===== src/rtl/seq_alu_if.sv =====
// Handshake bus for seq_alu: operand/opcode request channel and result/flag response channel.
interface seq_alu_if #(
   parameter int unsigned WIDTH = 32
);
   logic             in_valid;
   logic             in_ready;
   logic [WIDTH-1:0] reg1;
   logic [WIDTH-1:0] reg2;
   logic [3:0]       operation;
   logic             out_valid;
   logic             out_ready;
   logic [WIDTH-1:0] result;
   logic             z_flag;
   logic             n_flag;
   logic             v_flag;
   logic             c_flag;
   logic             dz_flag;
   logic             busy;

   modport master (
      output in_valid, reg1, reg2, operation, out_ready,
      input  in_ready, out_valid, result, z_flag, n_flag, v_flag, c_flag, dz_flag, busy
   );

   modport slave (
      input  in_valid, reg1, reg2, operation, out_ready,
      output in_ready, out_valid, result, z_flag, n_flag, v_flag, c_flag, dz_flag, busy
   );
endinterface


===== src/rtl/seq_alu.sv =====
// Pipelined execute-stage ALU: single-cycle arithmetic/logic ops plus an
// iterative restoring divider (one quotient bit per cycle) for div/mod.
module seq_alu #(
   parameter int unsigned WIDTH = 32
) (
   input  logic     clk,
   input  logic     rst,
   seq_alu_if.slave bus
);
   localparam int unsigned CNT_W = $clog2(WIDTH + 1);

   localparam logic [1:0] S_IDLE = 2'd0;
   localparam logic [1:0] S_DIV  = 2'd1;
   localparam logic [1:0] S_FIX  = 2'd2;

   localparam logic [3:0] OP_ADD = 4'b0000;
   localparam logic [3:0] OP_SUB = 4'b0001;
   localparam logic [3:0] OP_MUL = 4'b0010;
   localparam logic [3:0] OP_DIV = 4'b0011;
   localparam logic [3:0] OP_MOD = 4'b0100;
   localparam logic [3:0] OP_AND = 4'b1000;
   localparam logic [3:0] OP_OR  = 4'b1001;

   localparam logic [WIDTH-1:0] MIN_VAL = {1'b1, {(WIDTH-1){1'b0}}};

   logic [1:0]       state_q, state_d;
   logic [CNT_W-1:0] cnt_q, cnt_d;
   logic [WIDTH-1:0] dvd_q, dvd_d;     // dividend magnitude, shifts into quotient
   logic [WIDTH-1:0] dvs_q, dvs_d;     // divisor magnitude
   logic [WIDTH-1:0] rem_q, rem_d;     // partial remainder
   logic             qneg_q, qneg_d;
   logic             rneg_q, rneg_d;
   logic             mod_q, mod_d;
   logic             out_valid_q, out_valid_d;
   logic [WIDTH-1:0] result_q, result_d;
   logic             z_q, z_d, n_q, n_d, v_q, v_d, c_q, c_d, dz_q, dz_d;

   logic             in_ready_c;
   logic             accept_c;
   logic [WIDTH-1:0] a_c, b_c;
   logic [WIDTH:0]   sum_c, diff_c;
   logic [2*WIDTH-1:0] prod_c;
   logic [WIDTH-1:0] a_abs_c, b_abs_c;
   logic [WIDTH:0]   rem_sh_c, trial_c;
   logic [WIDTH-1:0] quo_c, rmd_c;
   logic             ld_c, ld_v_c, ld_cy_c, ld_dz_c;
   logic [WIDTH-1:0] ld_res_c;

   assign a_c        = bus.reg1;
   assign b_c        = bus.reg2;
   assign in_ready_c = !rst && (state_q == S_IDLE) && (!out_valid_q || bus.out_ready);
   assign accept_c   = bus.in_valid && in_ready_c;

   assign bus.in_ready  = in_ready_c;
   assign bus.out_valid = out_valid_q;
   assign bus.result    = result_q;
   assign bus.z_flag    = z_q;
   assign bus.n_flag    = n_q;
   assign bus.v_flag    = v_q;
   assign bus.c_flag    = c_q;
   assign bus.dz_flag   = dz_q;
   assign bus.busy      = (state_q != S_IDLE);

   // Next-state, divider step and output-register load selection
   always_comb begin
      state_d     = state_q;
      cnt_d       = cnt_q;
      dvd_d       = dvd_q;
      dvs_d       = dvs_q;
      rem_d       = rem_q;
      qneg_d      = qneg_q;
      rneg_d      = rneg_q;
      mod_d       = mod_q;
      out_valid_d = out_valid_q && !bus.out_ready;
      result_d    = result_q;
      z_d         = z_q;
      n_d         = n_q;
      v_d         = v_q;
      c_d         = c_q;
      dz_d        = dz_q;
      ld_c        = 1'b0;
      ld_res_c    = '0;
      ld_v_c      = 1'b0;
      ld_cy_c     = 1'b0;
      ld_dz_c     = 1'b0;

      sum_c    = {1'b0, a_c} + {1'b0, b_c};
      diff_c   = {1'b0, a_c} - {1'b0, b_c};
      prod_c   = $signed({{WIDTH{a_c[WIDTH-1]}}, a_c}) * $signed({{WIDTH{b_c[WIDTH-1]}}, b_c});
      a_abs_c  = a_c[WIDTH-1] ? (WIDTH'(0) - a_c) : a_c;
      b_abs_c  = b_c[WIDTH-1] ? (WIDTH'(0) - b_c) : b_c;
      rem_sh_c = {rem_q, dvd_q[WIDTH-1]};
      trial_c  = rem_sh_c - {1'b0, dvs_q};
      quo_c    = qneg_q ? (WIDTH'(0) - dvd_q) : dvd_q;
      rmd_c    = rneg_q ? (WIDTH'(0) - rem_q) : rem_q;

      case (state_q)
         S_IDLE: begin
            if (accept_c) begin
               ld_c = 1'b1;
               case (bus.operation)
                  OP_ADD: begin
                     ld_res_c = sum_c[WIDTH-1:0];
                     ld_cy_c  = sum_c[WIDTH];
                     ld_v_c   = (a_c[WIDTH-1] == b_c[WIDTH-1]) && (sum_c[WIDTH-1] != a_c[WIDTH-1]);
                  end
                  OP_SUB: begin
                     ld_res_c = diff_c[WIDTH-1:0];
                     ld_cy_c  = diff_c[WIDTH];
                     ld_v_c   = (a_c[WIDTH-1] != b_c[WIDTH-1]) && (diff_c[WIDTH-1] != a_c[WIDTH-1]);
                  end
                  OP_MUL: begin
                     ld_res_c = prod_c[WIDTH-1:0];
                     ld_v_c   = (prod_c[2*WIDTH-1:WIDTH] != {WIDTH{prod_c[WIDTH-1]}});
                  end
                  OP_DIV, OP_MOD: begin
                     if (b_c == '0) begin
                        ld_dz_c = 1'b1;
                     end else if ((a_c == MIN_VAL) && (b_c == '1)) begin
                        ld_res_c = (bus.operation == OP_DIV) ? MIN_VAL : '0;
                        ld_v_c   = (bus.operation == OP_DIV);
                     end else begin
                        ld_c    = 1'b0;
                        dvd_d   = a_abs_c;
                        dvs_d   = b_abs_c;
                        rem_d   = '0;
                        cnt_d   = CNT_W'(WIDTH - 1);
                        qneg_d  = a_c[WIDTH-1] ^ b_c[WIDTH-1];
                        rneg_d  = a_c[WIDTH-1];
                        mod_d   = (bus.operation == OP_MOD);
                        state_d = S_DIV;
                     end
                  end
                  OP_AND:  ld_res_c = a_c & b_c;
                  OP_OR:   ld_res_c = a_c | b_c;
                  default: ld_res_c = '0;
               endcase
            end
         end
         S_DIV: begin
            // restoring step: keep the trial subtraction only if it did not borrow
            if (!trial_c[WIDTH]) begin
               rem_d = trial_c[WIDTH-1:0];
               dvd_d = {dvd_q[WIDTH-2:0], 1'b1};
            end else begin
               rem_d = rem_sh_c[WIDTH-1:0];
               dvd_d = {dvd_q[WIDTH-2:0], 1'b0};
            end
            cnt_d = cnt_q - CNT_W'(1);
            if (cnt_q == '0) begin
               state_d = S_FIX;
            end
         end
         S_FIX: begin
            ld_c     = 1'b1;
            ld_res_c = mod_q ? rmd_c : quo_c;
            state_d  = S_IDLE;
         end
         default: state_d = S_IDLE;
      endcase

      if (ld_c) begin
         out_valid_d = 1'b1;
         result_d    = ld_res_c;
         z_d         = (ld_res_c == '0);
         n_d         = ld_res_c[WIDTH-1];
         v_d         = ld_v_c;
         c_d         = ld_cy_c;
         dz_d        = ld_dz_c;
      end
   end

   // State and output registers with synchronous reset
   always_ff @(posedge clk) begin
      if (rst) begin
         state_q     <= S_IDLE;
         cnt_q       <= '0;
         dvd_q       <= '0;
         dvs_q       <= '0;
         rem_q       <= '0;
         qneg_q      <= 1'b0;
         rneg_q      <= 1'b0;
         mod_q       <= 1'b0;
         out_valid_q <= 1'b0;
         result_q    <= '0;
         z_q         <= 1'b0;
         n_q         <= 1'b0;
         v_q         <= 1'b0;
         c_q         <= 1'b0;
         dz_q        <= 1'b0;
      end else begin
         state_q     <= state_d;
         cnt_q       <= cnt_d;
         dvd_q       <= dvd_d;
         dvs_q       <= dvs_d;
         rem_q       <= rem_d;
         qneg_q      <= qneg_d;
         rneg_q      <= rneg_d;
         mod_q       <= mod_d;
         out_valid_q <= out_valid_d;
         result_q    <= result_d;
         z_q         <= z_d;
         n_q         <= n_d;
         v_q         <= v_d;
         c_q         <= c_d;
         dz_q        <= dz_d;
      end
   end
endmodule

===== src/flat_wrapper.sv =====
// flat-port wrapper written by rule: the top's interface ports become plain ports
module seq_alu_flat 
#(
   parameter int unsigned WIDTH = 32
)
  (clk, rst, bus_in_valid, bus_reg1, bus_reg2, bus_operation, bus_out_ready, bus_in_ready, bus_out_valid, bus_result, bus_z_flag, bus_n_flag, bus_v_flag, bus_c_flag, bus_dz_flag, bus_busy);
  seq_alu_if #(.WIDTH(WIDTH)) bus_i ();
  input  logic clk;
  input  logic rst;
  input wire logic [$bits(bus_i.in_valid)-1:0] bus_in_valid;
  input wire logic [$bits(bus_i.reg1)-1:0] bus_reg1;
  input wire logic [$bits(bus_i.reg2)-1:0] bus_reg2;
  input wire logic [$bits(bus_i.operation)-1:0] bus_operation;
  input wire logic [$bits(bus_i.out_ready)-1:0] bus_out_ready;
  output wire logic [$bits(bus_i.in_ready)-1:0] bus_in_ready;
  output wire logic [$bits(bus_i.out_valid)-1:0] bus_out_valid;
  output wire logic [$bits(bus_i.result)-1:0] bus_result;
  output wire logic [$bits(bus_i.z_flag)-1:0] bus_z_flag;
  output wire logic [$bits(bus_i.n_flag)-1:0] bus_n_flag;
  output wire logic [$bits(bus_i.v_flag)-1:0] bus_v_flag;
  output wire logic [$bits(bus_i.c_flag)-1:0] bus_c_flag;
  output wire logic [$bits(bus_i.dz_flag)-1:0] bus_dz_flag;
  output wire logic [$bits(bus_i.busy)-1:0] bus_busy;
  assign bus_i.in_valid = bus_in_valid;
  assign bus_i.reg1 = bus_reg1;
  assign bus_i.reg2 = bus_reg2;
  assign bus_i.operation = bus_operation;
  assign bus_i.out_ready = bus_out_ready;
  assign bus_in_ready = bus_i.in_ready;
  assign bus_out_valid = bus_i.out_valid;
  assign bus_result = bus_i.result;
  assign bus_z_flag = bus_i.z_flag;
  assign bus_n_flag = bus_i.n_flag;
  assign bus_v_flag = bus_i.v_flag;
  assign bus_c_flag = bus_i.c_flag;
  assign bus_dz_flag = bus_i.dz_flag;
  assign bus_busy = bus_i.busy;
  seq_alu #(.WIDTH(WIDTH)) u_core (.clk(clk), .rst(rst), .bus(bus_i));
endmodule

===== config.mk =====
export PLATFORM = sky130hd
export DESIGN_NAME = seq_alu_flat
export DESIGN_NICKNAME = d
export VERILOG_FILES = /design/src/rtl/seq_alu_if.sv /design/src/rtl/seq_alu.sv /design/src/flat_wrapper.sv
export SDC_FILE = /design/constraint.sdc
export NUM_CORES = 2
export LEC_CHECK = 0
export BUFFER_PORTS_ARGS = -buffer_cell sky130_fd_sc_hd__clkbuf_2
export CELL_PAD_IN_SITES_DETAIL_PLACEMENT = 2
export CELL_PAD_IN_SITES_GLOBAL_PLACEMENT = 2
export CORE_MARGIN = 8
export CORE_UTILIZATION = 35
export CTS_BUF_LIST = sky130_fd_sc_hd__clkbuf_4 sky130_fd_sc_hd__clkbuf_8 sky130_fd_sc_hd__clkbuf_16
export CTS_CLUSTER_DIAMETER = 40
export DETAILED_ROUTE_END_ITERATION = 10
export GPL_TIMING_DRIVEN = 0
export PLACE_DENSITY_LB_ADDON = 0.1
export REMOVE_ABC_BUFFERS = 1
export SKIP_CTS_REPAIR_TIMING = 1
export SLEW_MARGIN = 5
export SYNTH_ARGS = -nofsm -noshare
export SYNTH_HDL_FRONTEND = slang
export SYNTH_SLANG_ARGS = --single-unit

===== constraint.sdc =====
create_clock -name clk -period 13.6 [get_ports clk]
set_input_delay 2.04 -clock clk [delete_from_list [all_inputs] [get_ports clk]]
set_output_delay 2.04 -clock clk [all_outputs]
set_load 0.05 [all_outputs]

==> flow_summary.ini <==
[setup_path]
worst_case_register_to_register_setup_slack_ps = 8820
setup.worst_path.class = input port to register
critical_path.endpoint = u_core.bus.v_flag
cpMostUsedCell = sky130_fd_sc_hd__fa_1
r2r.worst_path.cells = 13
worst_path_max_delay_cell = sky130_fd_sc_hd__clkinvlp_4
critical-path-top-delay-family = adder cells
critical_path_peak_fanout = 32
worst-path-stages = 25
critical_path.startpoint = bus_reg2[10]
worstSetupEndpointType = register
setup.worst_path.start_class = input port
crit_buf_inv = 4
r2r_start = u_core.rem_q[2]
regToRegEndpoint = u_core.bus.z_flag
required_ps = 13830
critical_path_arrival_ps = 13410
timing.critical_path.slowest_cell_delay_ps = 1070

[timing]
worst_slew_pin_tran_ps = 1439
max_freq_mhz = 75.87
final_min_period_over_clock_period_pct = 96.92
final.setup.worst_slack_ps = 419.0
setup_viol_count_final = 0
fin_setup_tns_ps = 0
rsz0062_at_grt = no
min_period_ps = 13180
report.final.slew_viol_count = 0
fin_clk_skew_ps = 12.37
hold_violations = 0
slew_headroom_pct = 3.465

[detailed_routing]
detailedRoute.firstPassIterationCount = 7
routed_length_on_met2_um = 105100
routed-wl-met3_um = 10840
detail_route.iter0.violations = 2533
vias = 42280
post_drt_via_cell_ratio = 5.659
routedLengthMet1_um = 93890
highest_layer = met5
detail_route.wl_per_cell_um = 29.24
detail-route-antenna-nets = 0
drc = 0
routed_wl_um = 218500

[global_route]
grt_util_all_layers_pct = 28.59
first_global_vias = 48320
grt_max_degree = 117
grt.overflow.total = 0
antenna_found_initial = 13
grt_pass1_wl_um = 327000

[place]
place.port_buffers = 111
place_hpwl_um = 170800
pre_cts_ws_ps = -632.2
routability_congestion_estimate = 0.9261
detailed_place.area_um2 = 51350

[status]
failing_checks = max-capacitance violations
outcome = complete, but fails checks

[clock_tree]
clk_root_buffer_cell = sky130_fd_sc_hd__clkbuf_16
cts_inserted_buffers = 17
cts_num_sinks = 144
cts_max_level = 4
worst_setup_hold_path_clk_slew_ps = 60
cts-root-to-sink-buffers = 2
cts_tree = yes
worst_skew_pair.late_latency_ps = 450

[floorplan]
floorplan.initialDensity_pct = 35.30
design.portCount = 112
die_x_um = 391.4
placeableCoreArea_um2 = 139700
fp.dieArea_um2 = 153200
die-height_um = 391.4
fp-row-count = 137

[min_path]
whs_path_depth = 2
hold_path.class = register to register

[layout]
final_design_area_no_fill_um2 = 52090
antennaDiodeCount = 0
seq_area_um2 = 2884
filler_instances = 15740
footprint_of_the_multi_input_gates_um2 = 41980
nets = 7060
ratio_of_cells_with_drive_above_1_in_the_final_layout_pct = 4.736
utilization_pct = 37.29
layout-area-overhead-vs-synth_pct = 5.630

[job]
maxCapViolations = 1

[synth]
yosysSeqAreaShare_pct = 5.845
synthCells = 5753
yosys_register_bits = 144
avgSynthCellArea_um2 = 8.572
synth_ff_type = sky130_fd_sc_hd__dfxtp_1
ys_async_sr_fraction_pct = 0
synthesis.area_um2 = 49320
synth_edf_count = 0
number_of_synthesis_warnings = 0
synth_cell_types = 90
## metrics by stage
stage,std cells,hold slack (ps)
after floorplan,5421,448.5
after detailed placement,7429,455.1
after CTS,7460,467.6
final,7471,464.6
after global routing,7471,487.2
after global placement,7408,444.6
## cell type report
type	count	area share, %
multi-input cells	4401	80.59
inverters	876	6.427
flip-flops and latches	144	5.536
well taps	1876	4.506
repair buffers	142	1.787
clock buffers	22	0.9367
clock inverters	9	0.2066
repair inverters	1	0.01441
## worst min-delay path, cell delays in order, from the launching register on
cell	delay (ps)
sky130_fd_sc_hd__dfxtp_1	310
sky130_fd_sc_hd__nand2_1	50
sky130_fd_sc_hd__a21oi_1	60
## layout by cell type (no fill, tap or decap), types with 20 or more instances in the layout
| cell type | synthesis | final |
|---|---|---|
| sky130_fd_sc_hd__a211oi_1 | 55 | 55 |
| sky130_fd_sc_hd__a21o_1 | 38 | 38 |
| sky130_fd_sc_hd__a21oi_1 | 237 | 236 |
| sky130_fd_sc_hd__a221oi_1 | 25 | 25 |
| sky130_fd_sc_hd__a31oi_1 | 21 | 21 |
| sky130_fd_sc_hd__clkbuf_2 | 1 | 108 |
| sky130_fd_sc_hd__dfxtp_1 | 144 | 143 |
| sky130_fd_sc_hd__fa_1 | 1085 | 1085 |
| sky130_fd_sc_hd__ha_1 | 320 | 320 |
| sky130_fd_sc_hd__inv_1 | 844 | 840 |
| sky130_fd_sc_hd__mux2i_1 | 40 | 40 |
| sky130_fd_sc_hd__nand2_1 | 801 | 801 |
| sky130_fd_sc_hd__nand2b_1 | 37 | 36 |
| sky130_fd_sc_hd__nand3_1 | 44 | 44 |
| sky130_fd_sc_hd__nand4_1 | 35 | 35 |
| sky130_fd_sc_hd__nor2_1 | 669 | 665 |
| sky130_fd_sc_hd__nor2b_1 | 28 | 26 |
| sky130_fd_sc_hd__nor3_1 | 53 | 52 |
| sky130_fd_sc_hd__o211ai_1 | 30 | 30 |
| sky130_fd_sc_hd__o21a_1 | 26 | 26 |
| sky130_fd_sc_hd__o21ai_0 | 192 | 190 |
| sky130_fd_sc_hd__o21bai_1 | 22 | 22 |
| sky130_fd_sc_hd__o31ai_1 | 67 | 67 |
| sky130_fd_sc_hd__o41ai_1 | 21 | 21 |
| sky130_fd_sc_hd__or3_1 | 35 | 34 |
| sky130_fd_sc_hd__or4_1 | 20 | 20 |
| sky130_fd_sc_hd__xnor2_1 | 158 | 157 |
| sky130_fd_sc_hd__xor2_1 | 70 | 70 |
## sequential cells by signal, summed over array words and instances, names as in the netlist
register              cells
u_core.bus.c_flag         1
u_core.qneg_q             1
u_core.bus.out_valid      1
u_core.bus.v_flag         1
u_core.rem_q             32
u_core.mod_q              1
u_core.bus.result        32
u_core.dvd_q             32
u_core.bus.z_flag         1
u_core.cnt_q              6
u_core.state_q            2
u_core.rneg_q             1
u_core.bus.dz_flag        1
u_core.dvs_q             32
## cells in the mapped netlist, types with 13 or more instances
master / n / share of area (%)
sky130_fd_sc_hd__fa_1: 1085 / 44
sky130_fd_sc_hd__nand2_1: 801 / 6.1
sky130_fd_sc_hd__a31oi_1: 21 / 0.27
sky130_fd_sc_hd__o211ai_1: 30 / 0.46
sky130_fd_sc_hd__ha_1: 320 / 8.1
sky130_fd_sc_hd__and3_1: 17 / 0.22
sky130_fd_sc_hd__or3_1: 35 / 0.44
sky130_fd_sc_hd__a21o_1: 38 / 0.58
sky130_fd_sc_hd__o21bai_1: 22 / 0.33
sky130_fd_sc_hd__a221oi_1: 25 / 0.44
sky130_fd_sc_hd__nand4_1: 35 / 0.44
sky130_fd_sc_hd__inv_1: 844 / 6.4
sky130_fd_sc_hd__nor2b_1: 28 / 0.36
sky130_fd_sc_hd__o21a_1: 26 / 0.40
sky130_fd_sc_hd__nand3_1: 44 / 0.45
sky130_fd_sc_hd__or4_1: 20 / 0.30
sky130_fd_sc_hd__o221ai_1: 19 / 0.34
sky130_fd_sc_hd__a211oi_1: 55 / 0.84
sky130_fd_sc_hd__nor3_1: 53 / 0.54
sky130_fd_sc_hd__nor4_1: 19 / 0.24
sky130_fd_sc_hd__nand2b_1: 37 / 0.47
sky130_fd_sc_hd__o31ai_1: 67 / 1.0
sky130_fd_sc_hd__o41ai_1: 21 / 0.37
sky130_fd_sc_hd__or2_2: 19 / 0.24
sky130_fd_sc_hd__o21ai_0: 192 / 1.9
sky130_fd_sc_hd__xnor2_1: 158 / 2.8
sky130_fd_sc_hd__o22ai_1: 13 / 0.16
sky130_fd_sc_hd__dfxtp_1: 144 / 5.8
sky130_fd_sc_hd__nor2_1: 669 / 5.1
sky130_fd_sc_hd__xor2_1: 70 / 1.2
sky130_fd_sc_hd__mux2i_1: 40 / 0.81
sky130_fd_sc_hd__clkbuf_1: 245 / 1.9
sky130_fd_sc_hd__buf_1: 77 / 0.59
sky130_fd_sc_hd__clkinv_1: 27 / 0.21
sky130_fd_sc_hd__a21oi_1: 237 / 2.4
## cell families after synthesis
family	after synthesis	share of synthesized area, %
and+or+nand+nor	1826	15.79
adders and majority gates	1405	52.16
buffers and inverters	1208	9.238
AOI/OAI and AO/OA	900	12.06
xor gates and xnor gates	228	4.049
DFF	144	5.845
muxes	42	0.8575
## routing by layer
layer / global-route usage, % / vias up
met1: 37.82 / 22870
met5: 0 / -
li1: - / 17910
met2: 48.87 / 1169
met3: 3.107 / 327
met4: 9.519 / 6
## worst min-delay path by stage
stage                           from                    end  slack [ps]
5_1_grt        u_core.bus.result[21]  u_core.bus.result[21]         490
6_report       u_core.bus.result[28]  u_core.bus.result[28]         460
3_3_place_gp   u_core.bus.result[25]  u_core.bus.result[25]         440
3_5_place_dp   u_core.bus.result[21]  u_core.bus.result[21]         460
2_1_floorplan       u_core.dvs_q[10]       u_core.dvs_q[10]         450
4_1_cts        u_core.bus.result[28]  u_core.bus.result[28]         470
Power is left out: the tool's default activity adds up to more than one toggle a clock period on the data nets, which glitch-free logic cannot reach.
